[src/rtl/tlb_miss_ctrl_pkg.sv]
// Shared constants, FSM state type and match-line helpers for the TLB miss controller.
package tlb_pkg;

  localparam int ENTRIES = 16;
  localparam int IDX_W   = 4;

  typedef enum logic [1:0] {
    IDLE  = 2'd0,
    REQ   = 2'd1,
    WRITE = 2'd2
  } state_t;

  // Lowest set bit wins; returns 0 for an all-zero vector.
  function automatic logic [IDX_W-1:0] lowest_idx(input logic [ENTRIES-1:0] v);
    logic [IDX_W-1:0] r;
    r = '0;
    for (int i = ENTRIES - 1; i >= 0; i--) begin
      if (v[i]) r = IDX_W'(i);
    end
    return r;
  endfunction

  // True when more than one bit is set (clearing the lowest set bit leaves something).
  function automatic logic more_than_one(input logic [ENTRIES-1:0] v);
    return (v & (v - 1'b1)) != '0;
  endfunction

  function automatic logic [ENTRIES-1:0] idx_onehot(input logic [IDX_W-1:0] i);
    return ENTRIES'(1) << i;
  endfunction

endpackage

[src/rtl/tlb_miss_ctrl_if.sv]
// Lookup, refill and CAM-write signals of the TLB miss controller, plus its debug state.
interface tlb_miss_ctrl_if
  import tlb_pkg::*;
#(
  parameter int DATA_SIZE = 19
);

  logic                 lookup_valid;
  logic [DATA_SIZE-1:0] lookup_tag;
  logic [ENTRIES-1:0]   hit;
  logic                 flush;
  logic                 hit_valid;
  logic [IDX_W-1:0]     hit_idx;
  logic                 multi_hit;
  logic                 stall;
  logic                 refill_req;
  logic [DATA_SIZE-1:0] refill_tag;
  logic                 refill_ack;
  logic                 refill_err;
  logic                 fault;
  logic [ENTRIES-1:0]   cam_we;
  logic [DATA_SIZE-1:0] cam_wdata;
  state_t               state;

  // Handshake: refill_req rises the cycle after a miss and holds with a stable refill_tag
  // until the cycle refill_ack is high (transfer happens in that cycle); refill_err only
  // has meaning in the ack cycle. stall stays high from the miss cycle until back in IDLE.
  modport master (
    output lookup_valid, lookup_tag, hit, flush, refill_ack, refill_err,
    input  hit_valid, hit_idx, multi_hit, stall, refill_req, refill_tag,
           fault, cam_we, cam_wdata, state
  );

  modport slave (
    input  lookup_valid, lookup_tag, hit, flush, refill_ack, refill_err,
    output hit_valid, hit_idx, multi_hit, stall, refill_req, refill_tag,
           fault, cam_we, cam_wdata, state
  );

endinterface

[src/rtl/tlb_miss_ctrl_plru_tree16.sv]
// Replacement state for the 16-entry TLB: tree pseudo-LRU when TLB_PLRU_EN is defined,
// otherwise a round-robin pointer that only advances on allocations into a full table.
module plru_tree16
  import tlb_pkg::*;
(
  input  logic             clk,
  input  logic             rst,
  input  logic             touch_en,
  input  logic [IDX_W-1:0] touch_idx,
  input  logic             alloc,
  output logic [IDX_W-1:0] victim
);

`ifdef TLB_PLRU_EN

  logic [ENTRIES-2:0] tree_q;
  logic [ENTRIES-2:0] tree_d;
  logic [3:0]         vn1, vn2, vn3;
  logic [3:0]         tn1, tn2, tn3;
  logic               unused_alloc;

  assign unused_alloc = alloc;

  // Heap-ordered tree: node n has children 2n+1 (bit 0, left) and 2n+2 (bit 1, right).
  function automatic logic [3:0] child(input logic [3:0] n, input logic b);
    return {n[2:0], 1'b0} + 4'd1 + {3'b000, b};
  endfunction

  always_comb begin
    victim    = '0;
    victim[3] = tree_q[0];
    vn1       = child(4'd0, victim[3]);
    victim[2] = tree_q[vn1];
    vn2       = child(vn1, victim[2]);
    victim[1] = tree_q[vn2];
    vn3       = child(vn2, victim[1]);
    victim[0] = tree_q[vn3];
  end

  // A touch points every node on its path toward the opposite subtree.
  always_comb begin
    tree_d = tree_q;
    tn1    = child(4'd0, touch_idx[3]);
    tn2    = child(tn1, touch_idx[2]);
    tn3    = child(tn2, touch_idx[1]);
    if (touch_en) begin
      tree_d[0]   = ~touch_idx[3];
      tree_d[tn1] = ~touch_idx[2];
      tree_d[tn2] = ~touch_idx[1];
      tree_d[tn3] = ~touch_idx[0];
    end
  end

  always_ff @(posedge clk or negedge rst) begin
    if (!rst) tree_q <= '0;
    else      tree_q <= tree_d;
  end

`else

  logic [IDX_W-1:0] ptr_q;

  // On a full-table allocation touch_idx is the pointer itself, so this is ptr + 1 mod 16.
  always_ff @(posedge clk or negedge rst) begin
    if (!rst)                  ptr_q <= '0;
    else if (touch_en && alloc) ptr_q <= touch_idx + 1'b1;
  end

  assign victim = ptr_q;

`endif

endmodule

[src/rtl/tlb_miss_ctrl.sv]
// TLB miss controller: qualifies CAM match lines, runs the refill handshake and writes
// the refilled tag into a victim entry. Replacement policy selected by TLB_PLRU_EN.
module tlb_miss_ctrl
  import tlb_pkg::*;
#(
  parameter int DATA_SIZE = 19
) (
  input  logic            clk,
  input  logic            rst,
  tlb_miss_ctrl_if.slave  bus
);

  state_t               state_q, state_d;
  logic [ENTRIES-1:0]   valid_q;
  logic [ENTRIES-1:0]   qhit;
  logic [ENTRIES-1:0]   victim_oh;
  logic [DATA_SIZE-1:0] tag_q;
  logic                 latch_tag;
  logic                 touch_en;
  logic                 alloc;
  logic                 full;
  logic [IDX_W-1:0]     touch_idx;
  logic [IDX_W-1:0]     repl_victim;
  logic [IDX_W-1:0]     victim;

  assign qhit      = bus.hit & valid_q;
  assign full      = &valid_q;
  assign victim    = full ? repl_victim : lowest_idx(~valid_q);
  assign victim_oh = idx_onehot(victim);

  assign bus.refill_tag = tag_q;
  assign bus.state      = state_q;

  plru_tree16 u_repl (
    .clk       (clk),
    .rst       (rst),
    .touch_en  (touch_en),
    .touch_idx (touch_idx),
    .alloc     (alloc),
    .victim    (repl_victim)
  );

  always_ff @(posedge clk or negedge rst) begin
    if (!rst) state_q <= IDLE;
    else      state_q <= state_d;
  end

  always_ff @(posedge clk or negedge rst) begin
    if (!rst)           tag_q <= '0;
    else if (latch_tag) tag_q <= bus.lookup_tag;
  end

  // A flush landing on the write cycle still keeps the freshly written entry.
  always_ff @(posedge clk or negedge rst) begin
    if (!rst)                    valid_q <= '0;
    else if (bus.flush)          valid_q <= (state_q == WRITE) ? victim_oh : '0;
    else if (state_q == WRITE)   valid_q <= valid_q | victim_oh;
  end

  always_comb begin
    state_d        = state_q;
    latch_tag      = 1'b0;
    touch_en       = 1'b0;
    touch_idx      = '0;
    alloc          = 1'b0;
    bus.hit_valid  = 1'b0;
    bus.hit_idx    = '0;
    bus.multi_hit  = 1'b0;
    bus.stall      = 1'b0;
    bus.refill_req = 1'b0;
    bus.fault      = 1'b0;
    bus.cam_we     = '0;
    bus.cam_wdata  = bus.lookup_tag;

    case (state_q)
      IDLE: begin
        // rst gating keeps every output low while reset is held.
        if (rst && bus.lookup_valid) begin
          if (|qhit) begin
            bus.hit_valid = 1'b1;
            bus.hit_idx   = lowest_idx(qhit);
            bus.multi_hit = more_than_one(qhit);
            touch_en      = 1'b1;
            touch_idx     = lowest_idx(qhit);
          end else begin
            bus.stall = 1'b1;
            latch_tag = 1'b1;
            state_d   = REQ;
          end
        end
      end

      REQ: begin
        bus.stall      = 1'b1;
        bus.refill_req = 1'b1;
        if (bus.refill_ack) begin
          if (bus.refill_err) begin
            bus.fault = 1'b1;
            state_d   = IDLE;
          end else begin
            state_d = WRITE;
          end
        end
      end

      WRITE: begin
        bus.stall     = 1'b1;
        bus.cam_we    = victim_oh;
        bus.cam_wdata = tag_q;
        touch_en      = 1'b1;
        touch_idx     = victim;
        alloc         = full;
        state_d       = IDLE;
      end

      default: state_d = IDLE;
    endcase
  end

endmodule
[src/flat_wrapper.sv]
// flat-port wrapper written by rule: the top's interface ports become plain ports
module tlb_miss_ctrl_flat import tlb_pkg::*;
#(
  parameter int DATA_SIZE = 19
)
  (clk, rst, bus_lookup_valid, bus_lookup_tag, bus_hit, bus_flush, bus_refill_ack, bus_refill_err, bus_hit_valid, bus_hit_idx, bus_multi_hit, bus_stall, bus_refill_req, bus_refill_tag, bus_fault, bus_cam_we, bus_cam_wdata, bus_state);
  tlb_miss_ctrl_if #(.DATA_SIZE(DATA_SIZE)) bus_i ();
  input  logic clk;
  input  logic rst;
  input wire logic [$bits(bus_i.lookup_valid)-1:0] bus_lookup_valid;
  input wire logic [$bits(bus_i.lookup_tag)-1:0] bus_lookup_tag;
  input wire logic [$bits(bus_i.hit)-1:0] bus_hit;
  input wire logic [$bits(bus_i.flush)-1:0] bus_flush;
  input wire logic [$bits(bus_i.refill_ack)-1:0] bus_refill_ack;
  input wire logic [$bits(bus_i.refill_err)-1:0] bus_refill_err;
  output wire logic [$bits(bus_i.hit_valid)-1:0] bus_hit_valid;
  output wire logic [$bits(bus_i.hit_idx)-1:0] bus_hit_idx;
  output wire logic [$bits(bus_i.multi_hit)-1:0] bus_multi_hit;
  output wire logic [$bits(bus_i.stall)-1:0] bus_stall;
  output wire logic [$bits(bus_i.refill_req)-1:0] bus_refill_req;
  output wire logic [$bits(bus_i.refill_tag)-1:0] bus_refill_tag;
  output wire logic [$bits(bus_i.fault)-1:0] bus_fault;
  output wire logic [$bits(bus_i.cam_we)-1:0] bus_cam_we;
  output wire logic [$bits(bus_i.cam_wdata)-1:0] bus_cam_wdata;
  output wire logic [$bits(bus_i.state)-1:0] bus_state;
  assign bus_i.lookup_valid = bus_lookup_valid;
  assign bus_i.lookup_tag = bus_lookup_tag;
  assign bus_i.hit = bus_hit;
  assign bus_i.flush = bus_flush;
  assign bus_i.refill_ack = bus_refill_ack;
  assign bus_i.refill_err = bus_refill_err;
  assign bus_hit_valid = bus_i.hit_valid;
  assign bus_hit_idx = bus_i.hit_idx;
  assign bus_multi_hit = bus_i.multi_hit;
  assign bus_stall = bus_i.stall;
  assign bus_refill_req = bus_i.refill_req;
  assign bus_refill_tag = bus_i.refill_tag;
  assign bus_fault = bus_i.fault;
  assign bus_cam_we = bus_i.cam_we;
  assign bus_cam_wdata = bus_i.cam_wdata;
  assign bus_state = bus_i.state;
  tlb_miss_ctrl #(.DATA_SIZE(DATA_SIZE)) u_core (.clk(clk), .rst(rst), .bus(bus_i));
endmodule
[config.mk]
export PLATFORM = sky130hd
export DESIGN_NAME = tlb_miss_ctrl_flat
export DESIGN_NICKNAME = d
export VERILOG_FILES = /design/src/rtl/tlb_miss_ctrl_pkg.sv /design/src/rtl/tlb_miss_ctrl_if.sv /design/src/rtl/tlb_miss_ctrl_plru_tree16.sv /design/src/rtl/tlb_miss_ctrl.sv /design/src/flat_wrapper.sv
export SDC_FILE = /design/constraint.sdc
export NUM_CORES = 1
export LEC_CHECK = 0
export ABC_AREA = 1
export CORE_ASPECT_RATIO = 1.25
export CORE_MARGIN = 5
export CORE_UTILIZATION = 34
export DETAILED_ROUTE_END_ITERATION = 16
export GPL_TIMING_DRIVEN = 1
export PLACE_DENSITY = 0.76
export SLEW_MARGIN = 20
export SYNTH_ARGS = -nofsm -noshare
export SYNTH_HDL_FRONTEND = slang
export SYNTH_HIERARCHICAL = 1
export SYNTH_SLANG_ARGS = --single-unit
[constraint.sdc]
create_clock -name clk -period 2.1 [get_ports clk]
set_input_delay 0.42 -clock clk [delete_from_list [all_inputs] [get_ports clk]]
set_output_delay 0.42 -clock clk [all_outputs]
set_load 0.01 [all_outputs]
# Yosys cells after proc, flatten, opt, wreduce, memory -nomap -nowiden
# Index checks and enable logic that the tools add are counted.
# totals
inputBits,41
register_bits,41
out_inout_bits,65
elab_cells,87
# classes
addsub,2
n_bitwise,4
n_eq_ne,5
mux,62
reduce_logical,9
n_shift,1
# op_table
operator,n
4-bit 2-to-1 mux,36
16-bit 2-to-1 mux,3
16-bit bitwise AND,2
19-bit 2-to-1 mux,1
16-bit inverter,1
16-bit bitwise OR,1
16-bit AND reduction,1
16-bit nonzero test,1
16-bit OR reduction,1
"1-bit by 4-bit left shift with 16-bit output, first input constant",1
"16-bit by 1-bit subtractor with 16-bit output, second input constant",1
1-bit 2-to-1 mux,14
2-bit 2-to-1 mux,4
4-bit case mux with 2 select lines,1
"4-bit by 1-bit adder with 4-bit output, second input constant",1
"2-bit != test, second input constant",2
1-bit case mux with 2 select lines,2
2-bit case mux with 2 select lines,1
3-bit AND reduction,1
"2-bit by 1-bit equality test with 1-bit output, second input constant",1
"2-bit equality test, second input constant",1
1-bit logical AND,2
2-bit zero test,1
"2-bit by 1-bit != test with 1-bit output, second input constant",1
other kinds (2),2

# Depth between registers and ports, before layout
# Gate-level depths: netlist of run 1.
# depth
depth_word,22
mapped_depth,23
mapped_depth_nobuf,23

# Modules after synthesis
# Netlist of run 1, hierarchy kept.
# by_module_without_submodules
mod,seq_area_each_um2,area_per_inst_um2,n_inst,cells_per_inst
tlb_miss_ctrl,925.9,2567.5,1,383
plru_tree16,100.1,188.9,1,22

# Worst setup path after synthesis of run 1
# Ideal clock, no wire load.
# synth_path
path_kind,in2reg
startpoint,input port bus_hit[13]
endpoint,register u_core.u_repl.ptr_q[2] (netlist: u_core/u_repl/victim[2])
setup_slack_ns,0.095
setup_ns,0.125
stages,13
t_arrival_ns,1.880
path_buffers,0
t_required_ns,1.975
cell_sequence,nand2_1 nand2_1 nor2_1 inv_1 nor3_1 inv_1 nor2_4 nor3_2 nand2_1 o22ai_1 ha_1 xnor2_1 o21ai_1
# synth_between
elab_chain_cells,19
word_cells_on_any_way,24
classes_between,add/sub: 1; mux: 20; bitwise: 1; reduce/logical: 2
# synth_lines
element,line_no,source
from (decl),flat_wrapper.sv:12,input wire logic [$bits(bus_i.hit)-1:0] bus_hit;
16-bit bitwise AND (*),tlb_miss_ctrl.sv:26,assign qhit = bus.hit & valid_q;
4-bit 2-to-1 mux (14 in a row),tlb_miss_ctrl_pkg.sv:18,if (v[i]) r = IDX_W'(i);
4-bit 2-to-1 mux (*),tlb_miss_ctrl.sv:79,if (|qhit) begin
4-bit 2-to-1 mux (*),tlb_miss_ctrl.sv:78,if (rst && bus.lookup_valid) begin
4-bit case mux with 2 select lines (*),tlb_miss_ctrl.sv:75,case (state_q)
named net u_core.touch_idx[1],tlb_miss_ctrl.sv:22,logic [IDX_W-1:0] touch_idx;
4-bit by 1-bit adder with 4-bit output (*),tlb_miss_ctrl_plru_tree16.sv:66,else if (touch_en && alloc) ptr_q <= touch_idx + 1'b1;
to (signal assigned),tlb_miss_ctrl_plru_tree16.sv:66,
to (decl),tlb_miss_ctrl_plru_tree16.sv:61,logic [IDX_W-1:0] ptr_q;
# Mark *: on every way through the listed nets, which the timed path passes. The rest lies on a longest branch.
# A chain may end at the register's enable or synchronous reset.

# Final worst setup path of run 1
# layout_path
startpoint,input port bus_hit[13]
endpoint,output port bus_hit_valid
# layout_between
elab_chain_cells,5
# layout_lines
element,line_no,source
16-bit bitwise AND,tlb_miss_ctrl.sv:26,
16-bit OR reduction,tlb_miss_ctrl.sv:79,
1-bit 2-to-1 mux,tlb_miss_ctrl.sv:79,
1-bit 2-to-1 mux,tlb_miss_ctrl.sv:78,
1-bit 2-to-1 mux,tlb_miss_ctrl.sv:75,
to (decl),flat_wrapper.sv:16,output wire logic [$bits(bus_i.hit_valid)-1:0] bus_hit_valid;
# Every way passes these cells.

==> results.json, run 1 <==
{
  "dieArea_sq_um": 10020,
  "status": "complete, but fails checks",
  "path_max_fanout": 6,
  "worstSetupEndpointType": "output port",
  "layout-drive-gt1-share": 0.3539,
  "htree_levels": 2,
  "grt_first_pass_wirelength_um": 17550,
  "synth_ff_type": "dfrtp_1",
  "hold_slack_ps": 252.2,
  "start_kind": "primary input",
  "cp.required_ps": 1680,
  "initial_utilization": 0.3517,
  "portBuffers": 105,
  "via_per_inst": 5.042,
  "fin_util": 0.6445,
  "violations": "negative setup slack",
  "core-area_sq_um": 7838,
  "max_slew_margin": 0.6525,
  "grt_start_max_net_pins": 42,
  "synth_area_sq_um": 2756,
  "worstHoldPathType": "in -> async",
  "reg2regPathDepth": 16,
  "gp_congestion": 0.8793,
  "clock_path_buffers": 2,
  "drt_iter0_drc": 196,
  "fmax_ghz": 0.3846,
  "p_clk_frac": 0.159,
  "overflow": 0,
  "hold_viol": 0,
  "p_sw_w": 0.001275,
  "reg2reg_setup_slack_ps": -140,
  "comb_power_share": 0.508,
  "worstSetupPathType": "in -> out",
  "syn_area_per_cell_sq_um": 6.806,
  "clk_pin_slew_worst_paths_ps": 90,
  "cts_tree": "yes",
  "antenna_found_initial": 0,
  "num_rows": 36,
  "vias": 3585,
  "synth.top_cell.area_share": 0.3722,
  "vdd_drop_max_mv": 0.5106,
  "synth_nets": 451,
  "post-place-ws_ps": -817.3,
  "worstReg2RegStart": "u_core/valid_q[14]",
  "r2r-end": "u_core/u_repl/victim[2]",
  "fp.dieW_um": 90.54,
  "swShare": 0.3689,
  "cts.sinks": 41,
  "drv_slew": 0,
  "io_pins": 106,
  "finalPower_w": 0.003456,
  "powerDensity_nw_per_um2": 684.2,
  "syn_to_final_growth_pct": 83.25,
  "dp_hpwl_um": 7234,
  "drc": 0,
  "yosysWarnings": 6,
  "worst_pin_slew_ps": 521.3,
  "grt_pass1_vias": 3641,
  "crit_arrival_ps": 2180,
  "netlist_instances": 405,
  "cts_hold_buffers": 0,
  "antenna_left": 0,
  "synthArstFlopShare": 1.000,
  "p_leak_nw": 2.605,
  "ys_ff_latch": 41,
  "drtPass1Iterations": 6,
  "grt_use_total": 0.2071,
  "drt-total-wl_um": 10940,
  "synth.largest_area_cell": "dfrtp_1",
  "ys_top_cells_by_area": "dfrtp_1 (37%), nand2_1 (17%), inv_1 (8.4%)",
  "rsz0062_at_grt": "yes",
  "cts-root-buf": "clkbuf_8",
  "final_nets": 662,
  "setup_viol": 37,
  "wl_per_cell_um": 15.38,
  "cap_violations": 0,
  "cts_made_buffers": 5,
  "clock_latency_ps": 290,
  "min_period_ps": 2600,
  "finalCritPeriodShare": 1.238,
  "diodes": 0,
  "synth-edff-count": 0,
  "seq_power_share": 0.333,
  "power.internal_w": 0.002181,
  "skew_ps": 6.783,
  "ys_seq_area_frac": 0.3722,
  "die_h_um": 110.7,
  "synth.distinct_cells": 33,
  "fin_ws_ps": -500.0
}
[placed cells by master (no fill, tap or decap), types with 3 or more instances in the layout]
cell             count
nand2_1            104
buf_4               92
inv_1               59
clkdlybuf4s50_1     58
dfrtp_1             37
nor2_1              27
nand2_2             24
o21ai_0             23
o21ai_1             19
dlygate4sd2_1       18
buf_2               18
buf_6               14
nand4_1             12
nand3_1             10
o21bai_1             9
a21oi_1              8
inv_2                7
clkbuf_8             6
clkbuf_2             6
nand2_4              5
nor2_2               5
clkbuf_16            4
nand4_4              4
dfrtp_2              4
nor2_4               3
o21ai_2              3
[sequential cells by signal (all words and copies together), names as in the netlist]
signal                 flops
u_core/bus.state           2
u_core/valid_q            16
u_core/bus.refill_tag     19
u_core/u_repl/victim       4
[kinds of logic after synthesis]
| logic type | after synthesis | share of synthesized area |
|---|---|---|
| AND/OR/NAND/NOR | 203 | 0.3250 |
| AO/OA/AOI/OAI | 78 | 0.1666 |
| buffers and inverters | 77 | 0.1103 |
| flip-flops | 41 | 0.3722 |
| adder cells (fa/ha/maj) | 5 | 0.02270 |
| XOR/XNOR | 1 | 0.003178 |
[worst max-delay path, stage by stage]
cell             delay (ps)
clkdlybuf4s50_1         400
nand2_1                 150
nand2_2                  90
nor2_1                  100
inv_1                    60
nor3_2                  190
inv_2                    70
nor2_4                  100
nor3_2                   40
buf_4                   160
buf_4                   130
dlygate4sd2_1           270
[worst max-delay path by stage]
| stage | startpoint | to | slack [ps] | cells past startpoint |
|---|---|---|---|---|
| final | bus_hit[13] | bus_hit_valid | -500 | 12 |
| after global routing | u_core/valid_q[15] | bus_cam_we[5] | -670 | 21 |
| after floorplan | bus_hit[13] | u_core/u_repl/victim[2] | 100 | 13 |
| after detailed placement | bus_hit[3] | bus_multi_hit | -820 | 12 |
| after global placement | bus_hit[5] | bus_multi_hit | -760 | 11 |
| after CTS | u_core/valid_q[15] | bus_cam_we[5] | -480 | 21 |
[power groups by stage]
stage          Combinational [W]  Clock (W)  Sequential (W)
2_1_floorplan           0.000531          0         0.00122
4_1_cts                  0.00160   0.000552         0.00114
3_5_place_dp             0.00154          0         0.00114
3_3_place_gp             0.00150          0         0.00114
6_report                 0.00176   0.000548         0.00115
5_1_grt                  0.00190   0.000594         0.00118
[synth_stat cells, drive strengths merged (4+ instances only)]
cell type	count
a21oi	10
ha	5
nor3	4
nand2	133
dfrtp	41
o22ai	4
o21bai	10
nand4	16
clkbuf	7
nand3	13
inv	67
o21ai	47
nor2	35
[stage by stage]
stage	setup TNS [ps]	cell area, sq um	std cells
floorplan	0	2756	405
global placement	-16960	4444	670
detailed placement	-19550	4444	670
CTS	-11330	5056	722
global route	-17340	5051	711
finish	-9250	5051	711
[routing by layer]
layer / routed length [um] / share of wire / GRT usage
met1: 4071 / 0.37 / 0.2372
met2: 5562 / 0.51 / 0.3650
met3: 753 / 0.069 / 0.05703
met4: 550 / 0.050 / 0.07249
met5: 0 / 0 / 0
[cell type report]
class | count | area (sq um)
clock buffers | 6 | 82.58
fillers | 662 | 2786
flip-flops and latches | 41 | 1031
clock inverters | 1 | 7.507
well taps | 95 | 118.9
repair buffers | 214 | 1872
multi-input cells | 287 | 1685
inverters | 67 | 254.0
[repair_timing]
action | CTS | global route
gates cloned | 0 | 6
setup endpoints to repair | 48 | 77
hold endpoints to repair | 0 | 0
pin swaps | 35 | 22
buffers inserted | 50 | 10
resized for setup | 179 | 59
Power figures use the tool's default switching activity.
==> inputs of run 2 (changes only) <==
--- a/config.mk
+++ b/config.mk
@@ -5,7 +5,6 @@
 export SDC_FILE = /design/constraint.sdc
 export NUM_CORES = 1
 export LEC_CHECK = 0
-export ABC_AREA = 1
 export CORE_ASPECT_RATIO = 1.25
 export CORE_MARGIN = 5
 export CORE_UTILIZATION = 34
==> run 2 against run 1 <==
Effect of this change: the flow still finishes with violations (negative setup slack); clock skew rose by 1.9 ps; critical endpoint is now bus_cam_we[11]; die area rose by 0.57%; largest cell class unchanged; largest power group unchanged; synthesized cell count fell by 27%.
==> results.json, run 2 <==
{
  "status": "complete, but fails checks",
  "violations": "negative setup slack",
  "synth_nets": 343,
  "syn_to_final_growth_pct": 105.7,
  "layout-drive-gt1-share": 0.5829,
  "cts_made_buffers": 5,
  "clk_pin_slew_worst_paths_ps": 80,
  "synth.distinct_cells": 57,
  "ys_seq_area_frac": 0.3699,
  "antenna_found_initial": 1,
  "post-place-ws_ps": -1080,
  "synth_most_common_cell": "dfrtp_1",
  "core-area_sq_um": 7883,
  "ys_top_cells_by_count": "dfrtp_1 (41), nand2_1 (33), mux2_2 (20), inv_1 (19), mux2_1 (18)",
  "crit_arrival_ps": 2340,
  "htree_levels": 2,
  "synthArstFlopShare": 1.000,
  "setup_viol": 68,
  "antenna_left": 0,
  "io_pins": 106,
  "rsz0062_at_grt": "yes",
  "path_cells": "nand4_1 -> nor2_1 -> o211ai_1 -> or2_2 -> nand2b_2 -> nor2_2 -> buf_2",
  "vdd_drop_max_mv": 0.6008,
  "dieArea_sq_um": 10080,
  "num_rows": 36,
  "drv_slew": 0,
  "dp_cells": 571,
  "grt_start_max_net_pins": 43,
  "min_period_ps": 2757,
  "clock_latency_ps": 300,
  "synth_area_sq_um": 2774,
  "synth-edff-count": 0,
  "ys_top_cells_by_area": "dfrtp_1 (37%), mux2_2 (8.1%), mux2_1 (7.3%)",
  "ys_ff_latch": 41,
  "dp_hpwl_um": 7649,
  "via_per_inst": 5.614,
  "cap_violations": 0,
  "grt_use_total": 0.2226,
  "cpPeakStageDelay_ps": 480,
  "cp.required_ps": 1680,
  "gp_congestion": 0.8943,
  "p_leak_nw": 2.542,
  "fillers": 453,
  "die_h_um": 111.0,
  "start_kind": "flip-flop",
  "portBuffers": 105,
  "powerDensity_nw_per_um2": 830.2,
  "synth.top_cell.area_share": 0.3699,
  "final_nets": 570,
  "syn_area_per_cell_sq_um": 9.340,
  "overflow": 0,
  "path_max_fanout": 5,
  "cts_hold_buffers": 0,
  "grt_pass1_vias": 3613,
  "fmax_ghz": 0.3628,
  "cts.sinks": 41,
  "worstSetupEndpointType": "output port",
  "worstSetupPathType": "reg -> out",
  "netlist_instances": 297,
  "final_cell_mix": "buf_4 (95), buf_6 (52), clkdlybuf4s50_1 (51)",
  "drt_iter0_drc": 368,
  "slowest_stage": "dfrtp_1",
  "vias": 3486,
  "cts-root-buf": "clkbuf_8",
  "wl_per_cell_um": 20.77,
  "largest_reg_flops": 19,
  "drtPass1Iterations": 9,
  "hold_viol": 0,
  "grt_first_pass_wirelength_um": 18340,
  "mostFrequentLayoutCell": "buf_4",
  "finalCritPeriodShare": 1.313,
  "clock_path_buffers": 2,
  "synth.largest_area_cell": "dfrtp_1",
  "initial_utilization": 0.3519,
  "worstHoldPathType": "in -> async",
  "synth_ff_type": "dfrtp_1",
  "max_slew_margin": 0.6169,
  "fp.dieW_um": 90.79,
  "drc": 0,
  "yosysWarnings": 6,
  "drt-total-wl_um": 12900,
  "skew_ps": 8.724,
  "fin_ws_ps": -656.7,
  "cts_tree": "yes",
  "worst_pin_slew_ps": 574.6,
  "stdcell_count": 621
}
-- run 2: cell count changes in the layout (fill, tap and decap cells not counted), sizes merged, moves of 9 or more --
| cell | delta |
|---|---|
| nand2 | -98 |
| inv | -47 |
| buf | +43 |
| mux2 | +39 |
| o21ai | -35 |
| nor2 | -13 |
| o22ai | +11 |
| a22o | +9 |
| nand4 | -9 |
| o21bai | -9 |
-- run 2: kinds of logic (layout without fill, tap and decap cells) --
group	Yosys count	count (layout)	share of synthesized area
multiplexers	39	39	0.1597
buffers and inverters	36	263	0.06315
adder cells (fa/ha/maj)	6	6	0.02616
AND/OR/NAND/NOR	102	102	0.1881
AO/OA/AOI/OAI	71	72	0.1867
XOR/XNOR	2	2	0.006316
other	0	1	0
flip-flops	41	41	0.3699
-- run 2: critical path, delay by kind of cell (launching register included) --
kind | cells | cell delay [ps]
AOI/OAI and AO/OA | 1 | 190
DFF | 1 | 480
buffers and inverters | 1 | 150
and+or+nand+nor | 5 | 1210
-- run 2: layout make-up --
class | instances | area, sq um | area share
multi-input cells | 221 | 2162 | 0.3789
flip-flops and latches | 41 | 1026 | 0.1798
repair buffers | 235 | 2201 | 0.3857
inverters | 20 | 75.07 | 0.01316
clock buffers | 6 | 82.58 | 0.01447
well taps | 95 | 118.9 | 0.02083
diodes | 1 | 2.502 | 0.0004386
clock inverters | 2 | 37.54 | 0.006579
-- run 2: where the power goes --
group / internal (W) / total [W] / switching (W)
Combinational: 0.00170 / 0.00286 / 0.00116
Sequential: 0.00100 / 0.00118 / 0.000180
Clock: 0.000387 / 0.000691 / 0.000304
Total: 0.00309 / 0.00474 / 0.00165
-- run 2: path summary, 6_finish.rpt --
kind	start	endpoint	slack [ps]	cells after the start
min in group clk	u_core/bus.refill_tag[9]	u_core/bus.refill_tag[9]	540	1
max	u_core/valid_q[2]	bus_cam_we[11]	-660	7
min reg2reg	u_core/bus.refill_tag[9]	u_core/bus.refill_tag[9]	540	1
min	rst	u_core/valid_q[14]	290	2
max reg2reg	u_core/valid_q[6]	u_core/u_repl/victim[1]	-550	10
max in group asynchronous	rst	u_core/u_repl/victim[3]	1410	2
-- run 2: repair_timing --
action | CTS | global route
endpoints found under the setup margin | 73 | 84
buffers inserted | 33 | 16
pin swaps | 43 | 31
resized for setup | 298 | 61
cloned | 5 | 2
-- run 2: routing by layer --
layer  part of all wire  routed length, um  global-route usage  up-vias
li1                   -                  -                   -     1536
met1               0.37               4762              0.2498     1696
met2               0.53               6864              0.4111      194
met3              0.049                635             0.03055       60
met4              0.049                637             0.09785        0
met5                  0                  0                   0        -
-- run 2: metrics by stage --
step	setup TNS, ps	cell area (sq um)	hold slack [ps]	utilization	total power (W)
6_report	-23340	5705	289.0	0.7238	0.004737
5_1_grt	-26500	5705	327.1	0.7238	0.004919
4_1_cts	-18190	5389	294.0	0.6837	0.004530
3_5_place_dp	-31050	4599	494.7	0.5835	0.003168
3_3_place_gp	-30900	4599	484.7	0.5835	0.003112
2_1_floorplan	-478.5	2884	124.4	-	0.002078
==> inputs of run 3 (changes only) <==
--- a/config.mk
+++ b/config.mk
@@ -5,7 +5,6 @@
 export SDC_FILE = /design/constraint.sdc
 export NUM_CORES = 1
 export LEC_CHECK = 0
-export CORE_ASPECT_RATIO = 1.25
 export CORE_MARGIN = 5
 export CORE_UTILIZATION = 34
 export DETAILED_ROUTE_END_ITERATION = 16
==> run 3 against run 2 <==
Effect of this change: the flow still finishes with violations (negative setup slack); cell area increased by 3.4%; critical path type unchanged; clock power decreased by 0.6%; largest cell class unchanged; core utilization increased by 0.53 points; final cell count increased by 3.1%; critical path depth increased by 1.
==> results.json, run 3 (synthesis results as in run 2) <==
{
  "start_kind": "flip-flop",
  "initial_utilization": 0.3428,
  "largest_reg_flops": 19,
  "vias": 3621,
  "drt-total-wl_um": 13870,
  "fin_util": 0.7291,
  "gp_congestion": 0.9473,
  "cts.sinks": 41,
  "status": "complete, but fails checks",
  "cts_made_buffers": 5,
  "p_clk_frac": 0.146,
  "cts_tree": "yes",
  "grt_start_max_net_pins": 43,
  "comb_power_share": 0.602,
  "hold_viol": 0,
  "grt_first_pass_wirelength_um": 19040,
  "skew_ps": 13.21,
  "wl_per_cell_um": 21.67,
  "cp.required_ps": 1680,
  "die_h_um": 100.3,
  "mostFrequentLayoutCell": "buf_4",
  "p_sw_w": 0.001668,
  "drv_slew": 0,
  "p_leak_nw": 2.705,
  "clock_path_buffers": 2,
  "worstHoldPathType": "in -> async",
  "portBuffers": 105,
  "drc": 0,
  "fin_ws_ps": -639.6,
  "overflow": 0,
  "core-area_sq_um": 8093,
  "fp.dieW_um": 100.3,
  "htree_levels": 2,
  "swShare": 0.3555,
  "vdd_drop_max_mv": 0.6487,
  "drtPass1Iterations": 6,
  "worst_pin_slew_ps": 566.1,
  "io_pins": 106,
  "path_max_fanout": 4,
  "num_rows": 33,
  "antenna_left": 0,
  "min_period_ps": 2740,
  "crit_arrival_ps": 2320,
  "via_per_inst": 5.658,
  "power.internal_w": 0.003024,
  "dp_hpwl_um": 7532,
  "finalCritPeriodShare": 1.305,
  "max_slew_margin": 0.6226,
  "slowest_stage": "dfrtp_1",
  "grt_use_total": 0.2395,
  "rsz0062_at_grt": "yes",
  "worstSetupPathType": "reg -> out",
  "drt_iter0_drc": 285,
  "fmax_ghz": 0.3650,
  "violations": "negative setup slack",
  "cts-root-buf": "clkbuf_8",
  "dieArea_sq_um": 10070,
  "cpPeakStageDelay_ps": 460,
  "final_cell_mix": "buf_4 (99), buf_6 (61), clkdlybuf4s50_1 (47)",
  "clock_latency_ps": 300,
  "clk_pin_slew_worst_paths_ps": 90,
  "seq_power_share": 0.252,
  "final_nets": 580,
  "antenna_found_initial": 0,
  "cap_violations": 0,
  "setup_viol": 71,
  "finalPower_w": 0.004692,
  "layout-drive-gt1-share": 0.5888,
  "powerDensity_nw_per_um2": 795.2,
  "grt_pass1_vias": 3798,
  "diodes": 0,
  "tns_ps": -20070,
  "path_cells": "nand4_1 -> buf_4 -> or3_4 -> o21ai_4 -> o22ai_4 -> buf_6 -> nor3_4 -> buf_2",
  "placed_cell_area_sq_um": 4604,
  "final_cell_area_sq_um": 5901,
  "syn_to_final_growth_pct": 112.7,
  "cts_hold_buffers": 0,
  "worstSetupEndpointType": "output port"
}
[run 3: cell types whose count changed in the layout (fill, tap and decap cells not counted), sizes merged]
cell,previous run,this run
buf,169,183
dlymetal6s2s,0,1
clkdlybuf4s50,51,47
diode,1,0
clkbuf,10,6
dlygate4sd2,11,14
[run 3: per-layer routing]
layer / global-route usage / part of all wire / vias up
li1: - / - / 1554
met4: 0.1254 / 0.064 / 0
met5: 0 / 0 / -
met1: 0.2647 / 0.35 / 1758
met3: 0.05351 / 0.074 / 77
met2: 0.4261 / 0.51 / 232
[run 3: worst max-delay path, delay by kind of cell, from the launching register on]
kind            cells  cell delay, ps
compound gates      2             260
buf+inv             3             500
flops               1             460
simple gates        3             800
[run 3: timing repair]
item,4_1_cts,5_1_grt
resized for setup,305,97
setup buffers,36,23
endpoints found under the setup margin,73,81
hold endpoints to repair,0,0
cloned,5,0
pin swaps,34,53
[run 3: path summary, 6_finish.rpt]
kind,end,slack (ps),cells past startpoint,from
max,bus_cam_we[9],-640,8,u_core/valid_q[6]
min,u_core/valid_q[9],260,2,rst
max reg2reg,u_core/u_repl/victim[3],-500,11,u_core/valid_q[6]
min reg2reg,u_core/bus.refill_tag[13],520,1,u_core/bus.refill_tag[13]
max in group asynchronous,u_core/bus.state[1],1430,2,rst
min in group clk,u_core/bus.refill_tag[13],520,1,u_core/bus.refill_tag[13]
[run 3: area by class of cell]
type | count | area, sq um
Clock buffer | 6 | 82.58
Clock inverter | 2 | 37.54
Fill cell | 509 | 2192
Inverter | 20 | 75.07
Multi-Input combinational cell | 221 | 2235
Sequential cell | 41 | 1028
Tap cell | 105 | 131.4
Timing Repair Buffer | 245 | 2311
[run 3: power groups by stage]
stage | clock, W | combinational, W | sequential (W)
floorplan | 0 | 0.000830 | 0.00125
global placement | 0 | 0.00192 | 0.00115
detailed placement | 0 | 0.00194 | 0.00117
CTS | 0.000697 | 0.00259 | 0.00116
global route | 0.000734 | 0.00296 | 0.00121
finish | 0.000687 | 0.00282 | 0.00118
[run 3: through the flow]
stage | cells | setup slack [ps] | hold WS [ps]
after floorplan | 297 | -191.5 | 124.4
after global placement | 580 | -849.6 | 484.8
after detailed placement | 580 | -918.1 | 497.9
after CTS | 627 | -536.2 | 265.0
after global routing | 640 | -684.7 | 306.1
final | 640 | -639.6 | 259.8
